<file path="src/rtl/sram_port_arbiter.sv">
// Two-requester round-robin arbiter with burst cap in front of one single-port synchronous SRAM.
// The SRAM command is registered; read data returns to the issuing requester after a fixed latency.
module sram_port_arbiter #(
    parameter int AW         = 10,
    parameter int DW         = 32,
    parameter int RD_LATENCY = 1,
    parameter int BURST_MAX  = 4
) (
    input  logic          CLK_BASE,
    input  logic          RESET,
    input  logic          R0_REQ,
    input  logic          R0_WE,
    input  logic [AW-1:0] R0_ADDR,
    input  logic [DW-1:0] R0_WDATA,
    output logic          R0_GNT,
    output logic          R0_RVALID,
    output logic [DW-1:0] R0_RDATA,
    input  logic          R1_REQ,
    input  logic          R1_WE,
    input  logic [AW-1:0] R1_ADDR,
    input  logic [DW-1:0] R1_WDATA,
    output logic          R1_GNT,
    output logic          R1_RVALID,
    output logic [DW-1:0] R1_RDATA,
    output logic          SRAM_CE,
    output logic          SRAM_WE,
    output logic [AW-1:0] SRAM_ADDR,
    output logic [DW-1:0] SRAM_WDATA,
    input  logic [DW-1:0] SRAM_RDATA,
    output logic          BUSY
);

    localparam int CW = $clog2(BURST_MAX + 1);
    localparam logic [CW-1:0] CNT_MAX = CW'(BURST_MAX);
    localparam logic [CW-1:0] CNT_ONE = CW'(1);

    typedef enum logic [1:0] {
        IDLE = 2'd0,
        OWN0 = 2'd1,
        OWN1 = 2'd2
    } state_t;

    state_t          state_r;
    state_t          state_nxt_s;
    logic [CW-1:0]   cnt_r;
    logic [CW-1:0]   cnt_nxt_s;
    logic            last_r;
    logic            gnt0_s;
    logic            gnt1_s;
    logic            gnt0_g_s;
    logic            gnt1_g_s;
    logic            issue_s;
    logic            sel_we_s;
    logic [AW-1:0]   sel_addr_s;
    logic [DW-1:0]   sel_wdata_s;
    logic            rd_issue_s;
    logic            busy_nxt_s;
    logic [RD_LATENCY:0] pv_r;
    logic [RD_LATENCY:0] pid_r;

    // Arbitration decision and next owner/burst count
    always_comb begin
        state_nxt_s = state_r;
        cnt_nxt_s   = cnt_r;
        gnt0_s      = 1'b0;
        gnt1_s      = 1'b0;
        case (state_r)
            IDLE: begin
                if (R0_REQ && R1_REQ) begin
                    gnt0_s = last_r;
                    gnt1_s = ~last_r;
                end else begin
                    gnt0_s = R0_REQ;
                    gnt1_s = R1_REQ;
                end
            end
            OWN0: begin
                if (R0_REQ && !((cnt_r == CNT_MAX) && R1_REQ)) begin
                    gnt0_s = 1'b1;
                end else begin
                    gnt1_s = R1_REQ;
                end
            end
            OWN1: begin
                if (R1_REQ && !((cnt_r == CNT_MAX) && R0_REQ)) begin
                    gnt1_s = 1'b1;
                end else begin
                    gnt0_s = R0_REQ;
                end
            end
            default: begin
                gnt0_s = 1'b0;
                gnt1_s = 1'b0;
            end
        endcase
        // Same owner keeps counting (saturating); a new owner restarts at one
        if (gnt0_s) begin
            state_nxt_s = OWN0;
            cnt_nxt_s   = (state_r != OWN0) ? CNT_ONE : ((cnt_r == CNT_MAX) ? CNT_MAX : cnt_r + CNT_ONE);
        end else if (gnt1_s) begin
            state_nxt_s = OWN1;
            cnt_nxt_s   = (state_r != OWN1) ? CNT_ONE : ((cnt_r == CNT_MAX) ? CNT_MAX : cnt_r + CNT_ONE);
        end else begin
            state_nxt_s = IDLE;
            cnt_nxt_s   = '0;
        end
    end

    // A grant seen while reset is held must not leak out
    assign gnt0_g_s    = gnt0_s & ~RESET;
    assign gnt1_g_s    = gnt1_s & ~RESET;
    assign R0_GNT      = gnt0_g_s;
    assign R1_GNT      = gnt1_g_s;
    assign issue_s     = gnt0_g_s | gnt1_g_s;
    assign sel_we_s    = gnt1_g_s ? R1_WE    : R0_WE;
    assign sel_addr_s  = gnt1_g_s ? R1_ADDR  : R0_ADDR;
    assign sel_wdata_s = gnt1_g_s ? R1_WDATA : R0_WDATA;
    assign rd_issue_s  = issue_s & ~sel_we_s;
    assign busy_nxt_s  = (state_nxt_s != IDLE) | rd_issue_s | (|pv_r[RD_LATENCY-1:0]);

    // Arbiter state, burst counter and last-granted index
    always_ff @(posedge CLK_BASE or posedge RESET) begin
        if (RESET) begin
            state_r <= IDLE;
            cnt_r   <= '0;
            last_r  <= 1'b1;
        end else begin
            state_r <= state_nxt_s;
            cnt_r   <= cnt_nxt_s;
            if (issue_s) begin
                last_r <= gnt1_g_s;
            end else begin
                last_r <= last_r;
            end
        end
    end

    // Registered SRAM command; address and data hold when no access is issued
    always_ff @(posedge CLK_BASE or posedge RESET) begin
        if (RESET) begin
            SRAM_CE    <= 1'b0;
            SRAM_WE    <= 1'b0;
            SRAM_ADDR  <= '0;
            SRAM_WDATA <= '0;
        end else begin
            SRAM_CE <= issue_s;
            if (issue_s) begin
                SRAM_WE    <= sel_we_s;
                SRAM_ADDR  <= sel_addr_s;
                SRAM_WDATA <= sel_wdata_s;
            end else begin
                SRAM_WE    <= SRAM_WE;
                SRAM_ADDR  <= SRAM_ADDR;
                SRAM_WDATA <= SRAM_WDATA;
            end
        end
    end

    // Read owner pipeline: stage 0 lines up with SRAM_CE, the last stage with valid SRAM_RDATA
    always_ff @(posedge CLK_BASE or posedge RESET) begin
        if (RESET) begin
            pv_r  <= '0;
            pid_r <= '0;
            BUSY  <= 1'b0;
        end else begin
            pv_r  <= {pv_r[RD_LATENCY-1:0], rd_issue_s};
            pid_r <= {pid_r[RD_LATENCY-1:0], gnt1_g_s};
            BUSY  <= busy_nxt_s;
        end
    end

    // Read return to the issuing requester
    always_ff @(posedge CLK_BASE or posedge RESET) begin
        if (RESET) begin
            R0_RVALID <= 1'b0;
            R1_RVALID <= 1'b0;
            R0_RDATA  <= '0;
            R1_RDATA  <= '0;
        end else begin
            R0_RVALID <= pv_r[RD_LATENCY] & ~pid_r[RD_LATENCY];
            R1_RVALID <= pv_r[RD_LATENCY] &  pid_r[RD_LATENCY];
            if (pv_r[RD_LATENCY] && !pid_r[RD_LATENCY]) begin
                R0_RDATA <= SRAM_RDATA;
            end else begin
                R0_RDATA <= R0_RDATA;
            end
            if (pv_r[RD_LATENCY] && pid_r[RD_LATENCY]) begin
                R1_RDATA <= SRAM_RDATA;
            end else begin
                R1_RDATA <= R1_RDATA;
            end
        end
    end

endmodule

</file>
<file path="config.mk">
export PLATFORM = sky130hd
export DESIGN_NAME = sram_port_arbiter
export DESIGN_NICKNAME = d
export VERILOG_FILES = /design/src/rtl/sram_port_arbiter.sv
export SDC_FILE = /design/constraint.sdc
export NUM_CORES = 1
export LEC_CHECK = 0
export ABC_AREA = 1
export CORE_UTILIZATION = 40
export CTS_CLUSTER_DIAMETER = 120
export CTS_CLUSTER_SIZE = 16
export DETAILED_ROUTE_END_ITERATION = 10
export HOLD_SLACK_MARGIN = 0.12
export PLACE_DENSITY = 0.77
export SLEW_MARGIN = 20
export SYNTH_ARGS = -nofsm -noshare
export SYNTH_HDL_FRONTEND = slang
export SYNTH_SLANG_ARGS = --single-unit
</file>
<file path="constraint.sdc">
create_clock -name CLK_BASE -period 9.15 [get_ports CLK_BASE]
set_input_delay 2.745 -clock CLK_BASE [delete_from_list [all_inputs] [get_ports CLK_BASE]]
set_output_delay 2.745 -clock CLK_BASE [all_outputs]
set_load 0.005 [all_outputs]
</file>
Yosys cells after proc, flatten, opt, wreduce, memory -nomap -nowiden
Cells that the tools add are included.

operators by class
  add/subtract/negate cells = 1
  bitwise operators = 12
  reductions and logical operators = 12
  equality and inequality tests = 5
  muxes and demuxes = 18

operators by type and width
  operator                                                          number
  32-bit two-way mux                                                1
  3-bit two-way mux                                                 5
  10-bit two-way mux                                                1
  1-bit logical AND                                                 7
  1-bit two-way mux                                                 7
  1-bit one-hot mux with 3 select lines                             2
  1-bit AND                                                         5
  2-bit two-way mux                                                 2
  1-bit inverter                                                    4
  3-bit by 1-bit adder with 3-bit output (second input constant)    1
  3-bit == test (second input constant)                             1
  1-bit logical NOT                                                 3
  1-bit OR                                                          3
  2-bit by 1-bit == test with 1-bit output (second input constant)  1
  2-bit == test (second input constant)                             1
  2-bit logical NOT                                                 1
  2-bit by 1-bit != test with 1-bit output (second input constant)  1
  2-bit != test (second input constant)                             1
  2-bit nonzero test                                                1

storage, ports and cells
  logic and storage cells = 62
  output and inout bits = 113
  input port bits = 122
  bits in registers = 121

Depth between registers and ports, before layout
Gate-level depths: netlist of the first run.

  depth after elaboration = 12
  mapped depth = 13
  mapped depth without buffers = 12

Least setup slack after synthesis of the first run
No wires, ideal clock.

  path kind = input-to-output
  from = input RESET
  to = output R1_GNT
  path slack = 381 ps
  stages on the path = 4
  arrival = 6024 ps
  required time = 6405 ps
  path buffers = 1
  cells stage by stage = inv_1 > nand3_4 > inv_2 > buf_4

between the ends
  longest elaborated chain between the ends = 2

ends and longest elaborated chain
  item                RTL line  RTL
  start: declaration  10        input logic RESET,
  1-bit inverter      111       assign gnt1_g_s = gnt1_s & ~RESET;
  1-bit AND           111
  end: declaration    22        output logic R1_GNT,

No other way between the ends.

Final worst setup path of the first run
  from = input R1_REQ
  to = output R0_GNT

between the ends
  longest elaborated chain between the ends = 6
  elaborated cells on any way between the ends = 10
  those cells by class = mux (4); bitwise (1); reduce/logical (5)

ends and longest elaborated chain
  item                                       RTL line  RTL
  start: declaration                         18        input logic R1_REQ,
  1-bit logical AND                          78        if (R0_REQ && !((cnt_r == CNT_MAX) && R1_REQ)) begin
  1-bit logical NOT                          78
  1-bit logical AND                          78
  1-bit two-way mux                          78
  1-bit one-hot mux with 3 select lines (*)  67        case (state_r)
  net gnt0_s                                 48        logic gnt0_s;
  1-bit AND (*)                              110       assign gnt0_g_s = gnt0_s & ~RESET;
  end: declaration                           15        output logic R0_GNT,

The timed path passes the listed nets; every way through them passes the cells marked *.

==> reports/results.ini, run 1 <==
[floorplanning]
core_region_area_um2 = 12800
rows = 41
fp.dieW_um = 117
ios = 235
start_util_pct = 41.6
die-area_um2 = 13800
die_h_um = 117

[routing]
vias = 4852
postRouteAntennaNets = 0
firstDrtPassIters = 5
avgViaCountPerCell = 4.50
wl_per_cell_um = 12.6
routed_wl_um = 13600
drtIter0Drc = 337
drc = 0

[final_layout]
nets = 1018
n_fill_cell = 1095
multi_input_area_um2 = 1640
register_area_um2 = 3030
stdcell_area_um2 = 8430
area_delta_synth_final_pct = 58.2
antenna_cells = 0
drive_gt1_share_pct = 5.30
instances_no_fill = 1078
utilization_pct = 65.8

[synthesis]
ys_ff_latch = 121
syn_inst = 667
avgSynthCellArea_um2 = 7.99
ys_warn_count = 0
synth_nets = 791
synth.yosys.seq_area_share_pct = 56.8
synthDistinctLibCells = 24
netlist_area_um2 = 5330

[power]
p_switching_uw = 856
clkPwrFrac_pct = 27.0
p_sw_share_pct = 30.8
p_comb_share_pct = 38.9
p_int_uw = 1930
cellLeakagePower_uw = 0.00430
p_seq_share_pct = 34.1
cellPowerDensity_nw_per_um2 = 330
peakVddDrop_uv = 120

[clock_tree]
postCtsSetupRepairBufs = 0
clk_pin_slew_ns = 0.05
cts_tree = done
clock_latency_ns = 0.40
numCtsBuffers = 17
htreeDepth = 4
cts_root_buf = clkbuf_16
cts_num_sinks = 121
post_cts_resize_count = 0
cts_hold_buf = 0
cts_buffer_depth = 2

[global_routing]
grt_pass1_wl_um = 22100
overflow = 0
grt_max_degree = 69
grt_usage_pct = 20.2
grt_pass1_vias = 4604
antenna_found_initial = 0

[timing]
finalSetupViolCount = 0
period_needed_ns = 7.56
finalClockSkew_ns = 0.00589
fin_crit_sh_pct = 82.7
setup_tns_ns = 0
hold_viol_final = 0
setup_ws_ns = 1.59
maxSlewViolCount = 0
fmax_mhz = 132
tightest_slew_ns = 1.02
maxSlewHeadroom_pct = 31.5
rsz0062_at_grt = false

[critical_path]
cp.arrival_ns = 4.82
critPathKind = in -> out
critPathLaunchType = primary input
end_kind = primary output
cp_max_fo = 44
cp_data_required_time_ns = 6.41

[placement]
pre_cts_ws_ns = 1.58
dpl.hpwl_um = 9590
dp_cells = 1047
placed_cell_area_um2 = 7760
io_buffers = 234
place_congestion = 0.783

[run]
drv_cap = 0

[min_path]
hold_path_class = reg -> reg

[outcome]
status = completed

[synth_stat cells]
cell type  instances  area share [%]
nand2_1          246              17
inv_1            129             9.1
dfrtp_1          120              56
o21ai_0           98             9.2
clkbuf_1          16             1.1
nor2_1            11            0.77
o21ai_1           11             1.0
buf_2              5            0.47
inv_2              5            0.35
buf_6              4            0.85
nand3_1            4            0.38
clkbuf_2           3            0.28
ha_1               2            0.47
nand2_2            2            0.23
nand3_2            2            0.38
a21boi_1           1            0.14
buf_4              1            0.14
clkinv_1           1           0.070
dfstp_2            1            0.49
nand3_4            1            0.33
nand4_1            1            0.12
nor2_2             1            0.12
o31ai_1            1            0.14
xor2_1             1            0.16
[kinds of logic (layout without fill, tap and decap cells)]
group | count (synthesis) | after routing | share of synthesized area, %
adders and majority gates | 2 | 2 | 0.469
buffers and inverters | 164 | 403 | 12.4
and+or+nand+nor | 268 | 268 | 19.6
DFF | 121 | 121 | 56.8
AOI/OAI and AO/OA | 111 | 111 | 10.5
xor gates and xnor gates | 1 | 1 | 0.164
[worst max-delay path: stages]
cell,delay (ns)
clkdlybuf4s50_1,0.53
nand3_1,0.11
nand3_1,0.11
nand3_2,0.12
nand2_2,0.56
inv_1,0.16
clkdlybuf4s50_1,0.48
[cell type report]
cell class	count	share of cell area, %
flip-flops and latches	121	35.9
repair buffers	237	28.0
multi-input cells	382	19.5
inverters	135	6.04
clock buffers	17	5.04
clock inverters	14	2.91
well taps	172	2.55
[through the flow]
step           hold WS [ns]  power (uW)
2_1_floorplan         0.331        1380
3_3_place_gp          0.333        2020
3_5_place_dp          0.337        2040
4_1_cts               0.349        2810
5_1_grt               0.349        2980
6_report              0.346        2780
[path summary, 6_finish.rpt]
path / startpoint / end / slack, ns / cells past startpoint
worst max-delay path: R1_REQ / R0_GNT / 1.59 / 7
worst min-delay path: pid_r[0] / pid_r[1] / 0.35 / 0
worst max register to register: cnt_r[0] / SRAM_WDATA[28] / 6.52 / 11
worst min register to register: pid_r[0] / pid_r[1] / 0.35 / 0
max in group asynchronous: RESET / R0_RDATA[6] / 5.49 / 3
min in group asynchronous: RESET / pv_r[0] / 2.60 / 2
[flip-flops by register name, indices dropped and copies added (netlist names)]
register,count
SRAM_CE,1
R1_RDATA,32
BUSY,1
R1_RVALID,1
cnt_r,3
pid_r,2
R0_RDATA,32
SRAM_WDATA,32
state_r,2
SRAM_WE,1
last_r,1
SRAM_ADDR,10
pv_r,2
R0_RVALID,1
[cells in the final DEF (no fill, tap or decap), drive strengths merged, types with 6 or more instances in the layout]
cell type / netlist / layout
clkdlybuf4s50: 0 / 234
inv: 134 / 136
nand2: 248 / 248
dfrtp: 120 / 120
bufinv: 0 / 6
clkinv: 1 / 6
nor2: 12 / 12
clkbuf: 19 / 17
nand3: 7 / 7
o21ai: 109 / 109
[layer usage]
| metal | track usage, % | wire length [um] |
|---|---|---|
| met1 | 25.7 | 6040 |
| met2 | 32.6 | 6370 |
| met3 | 6.76 | 1130 |
| met4 | 5.84 | 93 |
| met5 | 0 | 0 |
[power groups by stage]
stage               sequential (uW)  clock, uW  combinational (uW)
floorplan                       962          0                 421
global placement                945          0                1070
detailed placement              948          0                1090
CTS                             948        765                1100
global route                    983        789                1210
finish                          948        752                1080
(Power assumes the default switching activity.)
==> run 2, diff against run 1 <==
Settings changed: CORE_UTILIZATION 40 to 38.
Clock period 9.15 ns to 6.8 ns, I/O delays scaled along.
==> reports/results.ini, run 2 (synthesized netlist as in run 1, its figures left out) <==
[placement]
place_congestion = 0.865  ; +11%
dpl.hpwl_um = 9700  ; +1.1%
io_buffers = 234  ; unchanged
placed_cell_area_um2 = 7780  ; +0.27%
pre_cts_ws_ns = 1.18  ; -0.400 ns

[critical_path]
cp.arrival_ns = 3.59  ; -1.23 ns
critPathLaunchType = primary input
crit_slowest_cell = clkdlybuf4s50_1
critPathKind = in -> out
end_kind = primary output
worstPathCellList = clkdlybuf4s50_1 > a21boi_1 > nand3_4 > inv_2 > clkdlybuf4s50_1
cpMostUsedCell = clkdlybuf4s50_1
crit_family = buffers and inverters
cp_max_fo = 4  ; -91%
slowest_delay_ns = 0.52  ; -0.04 ns
cp_num_buf_inv = 3  ; unchanged
cp_data_required_time_ns = 4.76  ; -1.65 ns

[routing]
drc = 0  ; unchanged
drtIter0Drc = 187  ; -45%
routed_wl_um = 13600  ; -0.29%
dr.max_layer_used = met4
vias = 4836  ; -0.33%
avgViaCountPerCell = 4.46  ; -0.97%
m1WireLength_um = 5780  ; -4.3%
wl_met2_um = 6250  ; -1.9%
firstDrtPassIters = 4  ; -1
wl_per_cell_um = 12.5  ; -0.94%
dr_wl_met3_um = 1460  ; +29%
postRouteAntennaNets = 0  ; unchanged

[global_routing]
antenna_found_initial = 0  ; unchanged
overflow = 0  ; unchanged
grt_pass1_vias = 4484  ; -2.6%
grt_usage_pct = 19.4  ; -0.79 points
grt_pass1_wl_um = 22100  ; about the same
grt_max_degree = 72  ; +4.3%

[floorplanning]
ios = 235  ; unchanged
die_h_um = 120  ; +2.6%
die-area_um2 = 14500  ; +5.2%
fp.dieW_um = 120  ; +2.6%
core_region_area_um2 = 13500  ; +4.9%
rows = 42  ; +2.4%
start_util_pct = 39.6  ; -1.9 points

[clock_tree]
clk_pin_slew_ns = 0.05  ; about the same
postCtsSetupRepairBufs = 0  ; unchanged
htreeDepth = 4  ; unchanged
post_cts_resize_count = 0  ; unchanged
cts_root_buf = clkbuf_16
cts_hold_buf = 0  ; unchanged
cts_buffer_depth = 2  ; unchanged
cts_num_sinks = 121  ; unchanged
clock_latency_ns = 0.40  ; about the same
cts_tree = done
numCtsBuffers = 17  ; unchanged

[timing]
finalClockSkew_ns = 0.0112  ; +0.00531 ns
setup_ws_ns = 1.17  ; -0.420 ns
hold_viol_final = 0  ; unchanged
setup_tns_ns = 0  ; unchanged
maxSlewHeadroom_pct = 32.3  ; +0.78 points
fmax_mhz = 177
tightest_slew_ns = 1.01  ; -0.0116 ns
rsz0062_at_grt = false
maxSlewViolCount = 0  ; unchanged
finalSetupViolCount = 0  ; unchanged
fin_crit_sh_pct = 82.9
period_needed_ns = 5.63

[power]
cellLeakagePower_uw = 0.00428  ; -0.51%
p_int_uw = 2510  ; +30%
p_sw_share_pct = 31.4  ; +0.63 points
clkPwrFrac_pct = 25.2  ; -1.8 points
peakVddDrop_uv = 171  ; +43%
p_comb_share_pct = 40.0  ; +1.1 points
p_switching_uw = 1150  ; +34%
p_seq_share_pct = 34.8  ; +0.7 points
cellPowerDensity_nw_per_um2 = 435  ; +32%

[final_layout]
final_common_cell = nand2_1
reg_top3 = R0_RDATA x32, R1_RDATA x32, SRAM_WDATA x32
stdcell_area_um2 = 8400  ; -0.36%
area_delta_synth_final_pct = 57.7
antenna_cells = 0  ; unchanged
final_cell_mix = nand2_1 (245), clkdlybuf4s50_1 (234), inv_1 (128)
drive_gt1_share_pct = 5.50  ; +0.20 points
n_fill_cell = 1184  ; +8.1%
nets = 1020  ; +0.20%

[run]
drv_cap = 0  ; unchanged

[outcome]
status = completed

[min_path]
hold_path_class = reg -> reg

run 2: final cells by class:
cell class | instances | area [um2] | area share (%)
Clock buffer | 20 | 457 | 5.43
Tap cell | 176 | 220 | 2.62
Inverter | 135 | 510 | 6.08
Clock inverter | 12 | 163 | 1.94
Timing Repair Buffer | 239 | 2380 | 28.3
Sequential cell | 121 | 3030 | 36.0
Multi-Input combinational cell | 382 | 1640 | 19.6
run 2: worst reg2reg max path: stages, from the launching register on:
cell and delay [ns]:
dfrtp_1 0.40, inv_1 0.06, ha_1 0.17, nand2_1 0.08
clkinv_1 0.08, nand2_1 0.05, nand2_1 0.07, nand3_2 0.12
nand3_4 0.09, buf_4 0.37, nand2_2 0.13, inv_2 0.56
nand2_1 0.15, nand2_1 0.10
run 2: final timing paths:
path / startpoint / end / slack (ns) / depth (start not counted)
setup / recovery: R1_REQ / R1_GNT / 1.17 / 5
hold / removal: pid_r[0] / pid_r[1] / 0.36 / 0
setup reg to reg: cnt_r[0] / SRAM_WDATA[23] / 4.32 / 13
hold reg to reg: pid_r[0] / pid_r[1] / 0.36 / 0
max in group asynchronous: RESET / SRAM_WDATA[21] / 3.69 / 3
min in group asynchronous: RESET / state_r[0] / 1.97 / 2
run 2: per-stage QoR:
stage	hold WS (ns)	instances	power (uW)	utilization (%)
finish	0.355	1085	3660	62.5
global placement	0.335	1053	2720	57.9
floorplan	0.331	667	1860	-
global route	0.363	1085	3930	62.5
CTS	0.358	1085	3700	62.5
detailed placement	0.348	1053	2760	57.9
run 2: power groups by stage:
stage,Combinational [uW],Clock (uW),Sequential [uW]
final,1460,922,1270
after detailed placement,1480,0,1280
after global placement,1450,0,1270
after CTS,1490,942,1270
after global routing,1640,979,1310
after floorplan,567,0,1290
run 2: layer usage:
layer / GRT usage [%] / vias to the layer above
met3: 8.30 / 9
met2: 31.2 / 204
met1: 24.3 / 2181
met5: 0 / -
met4: 4.24 / 0
li1: - / 2442
==> run 3, diff against run 2 <==
Settings changed: CORE_UTILIZATION 38 to 40.
Clock period 6.8 ns to 5.4 ns, I/O delays scaled along.
==> reports/results.ini, run 3 (synthesized netlist as in run 1, its figures left out) <==
[final_layout]
nets = 1020  ; unchanged
antenna_cells = 0  ; unchanged
area_delta_synth_final_pct = 58.4
drive_gt1_share_pct = 5.72  ; +0.22 points
reg_top3 = R0_RDATA x32, R1_RDATA x32, SRAM_WDATA x32
final_common_cell = nand2_1
final_cell_mix = nand2_1 (245), clkdlybuf4s50_1 (234), inv_1 (127)
n_fill_cell = 1099  ; -7.2%

[placement]
dpl.hpwl_um = 9500  ; -2.1%
pre_cts_ws_ns = 0.609  ; -0.576 ns
place_congestion = 0.821  ; -5.1%
io_buffers = 234  ; unchanged

[min_path]
hold_path_class = reg -> reg

[timing]
rsz0062_at_grt = false
finalClockSkew_ns = 0.00590  ; -0.00530 ns
fmax_mhz = 209
maxSlewHeadroom_pct = 32.5  ; +0.20 points
hold_viol_final = 0  ; unchanged
setup_ws_ns = 0.608  ; -0.557 ns
tightest_slew_ns = 1.01  ; -0.00294 ns
period_needed_ns = 4.79
setup_tns_ns = 0  ; unchanged
maxSlewViolCount = 0  ; unchanged
fin_crit_sh_pct = 88.7
finalSetupViolCount = 0  ; unchanged

[critical_path]
critPathKind = in -> out
end_kind = primary output
cp.arrival_ns = 3.17  ; -0.42 ns
critPathLaunchType = primary input
cp_data_required_time_ns = 3.78  ; -0.98 ns
cp_max_fo = 4  ; unchanged

[routing]
drc = 0  ; unchanged
wl_per_cell_um = 12.6  ; +0.75%
firstDrtPassIters = 4  ; unchanged
vias = 4805  ; -0.64%
avgViaCountPerCell = 4.44  ; -0.27%
postRouteAntennaNets = 0  ; unchanged
drtIter0Drc = 326  ; +74%
routed_wl_um = 13600  ; +0.38%

[clock_tree]
htreeDepth = 4  ; unchanged
numCtsBuffers = 17  ; unchanged
postCtsSetupRepairBufs = 0  ; unchanged
cts_hold_buf = 0  ; unchanged
cts_buffer_depth = 2  ; unchanged
cts_root_buf = clkbuf_16
cts_tree = done
clock_latency_ns = 0.40  ; about the same
cts_num_sinks = 121  ; unchanged
post_cts_resize_count = 0  ; unchanged
clk_pin_slew_ns = 0.05  ; about the same

[global_routing]
overflow = 0  ; unchanged
grt_pass1_wl_um = 22700  ; +2.5%
grt_max_degree = 74  ; +2.8%
grt_usage_pct = 20.8  ; +1.4 points
antenna_found_initial = 0  ; unchanged
grt_pass1_vias = 4608  ; +2.8%

[floorplanning]
die-area_um2 = 13800  ; -4.9%
ios = 235  ; unchanged
start_util_pct = 41.6  ; +1.9 points
rows = 41  ; -2.4%
fp.dieW_um = 117  ; -2.5%
die_h_um = 117  ; -2.5%
core_region_area_um2 = 12800  ; -4.7%

[power]
peakVddDrop_uv = 218  ; +28%
cellLeakagePower_uw = 0.00430  ; +0.48%
cellPowerDensity_nw_per_um2 = 556  ; +28%

[outcome]
status = completed

[run]
drv_cap = 0  ; unchanged

==> run 3: worst paths after layout <==
path	end	slack [ns]	start	cells after the start
min in group asynchronous	SRAM_WDATA[8]	1.48	RESET	2
max in group asynchronous	SRAM_ADDR[5]	2.27	RESET	4
worst max-delay path	R1_GNT	0.61	R1_REQ	5
worst min-delay path	pid_r[1]	0.35	pid_r[0]	0
worst max register to register	SRAM_ADDR[6]	2.87	cnt_r[0]	13
worst min register to register	pid_r[1]	0.35	pid_r[0]	0
==> run 3: area by class of cell <==
cell class | count | area [um2] | area share, %
repair buffers | 239 | 2380 | 28.2
clock buffers | 18 | 439 | 5.20
multi-input cells | 382 | 1640 | 19.5
inverters | 135 | 513 | 6.08
flip-flops and latches | 121 | 3030 | 35.9
well taps | 172 | 215 | 2.55
clock inverters | 14 | 220 | 2.61
==> run 3: layer usage <==
layer | track usage, % | vias up | wire length [um]
met5 | 0 | - | 0
met4 | 6.82 | 0 | 176
met3 | 6.86 | 16 | 1280
met2 | 33.0 | 197 | 6180
met1 | 26.6 | 2135 | 6010
li1 | - | 2457 | -
==> run 3: where the power goes <==
group | switching (uW) | internal (uW)
Combinational | 803 | 1040
Sequential | 246 | 1360
Clock | 403 | 834
Total | 1450 | 3240
==> run 3: critical path, stage by stage <==
cell	delay (ns)
clkdlybuf4s50_1	0.52
a21boi_1	0.35
nand3_4	0.13
inv_4	0.06
clkdlybuf4s50_1	0.49
==> run 3: stage by stage <==
| step | cell area, um2 | hold slack [ns] | util [%] | power, uW | std cells |
|---|---|---|---|---|---|
| 2_1_floorplan | 5340 | 0.331 | - | 2350 | 667 |
| 3_3_place_gp | 7780 | 0.335 | 60.7 | 3430 | 1049 |
| 3_5_place_dp | 7780 | 0.339 | 60.7 | 3480 | 1049 |
| 4_1_cts | 8440 | 0.351 | 65.8 | 4750 | 1081 |
| 5_1_grt | 8440 | 0.368 | 65.8 | 5030 | 1081 |
| 6_report | 8440 | 0.347 | 65.8 | 4690 | 1081 |
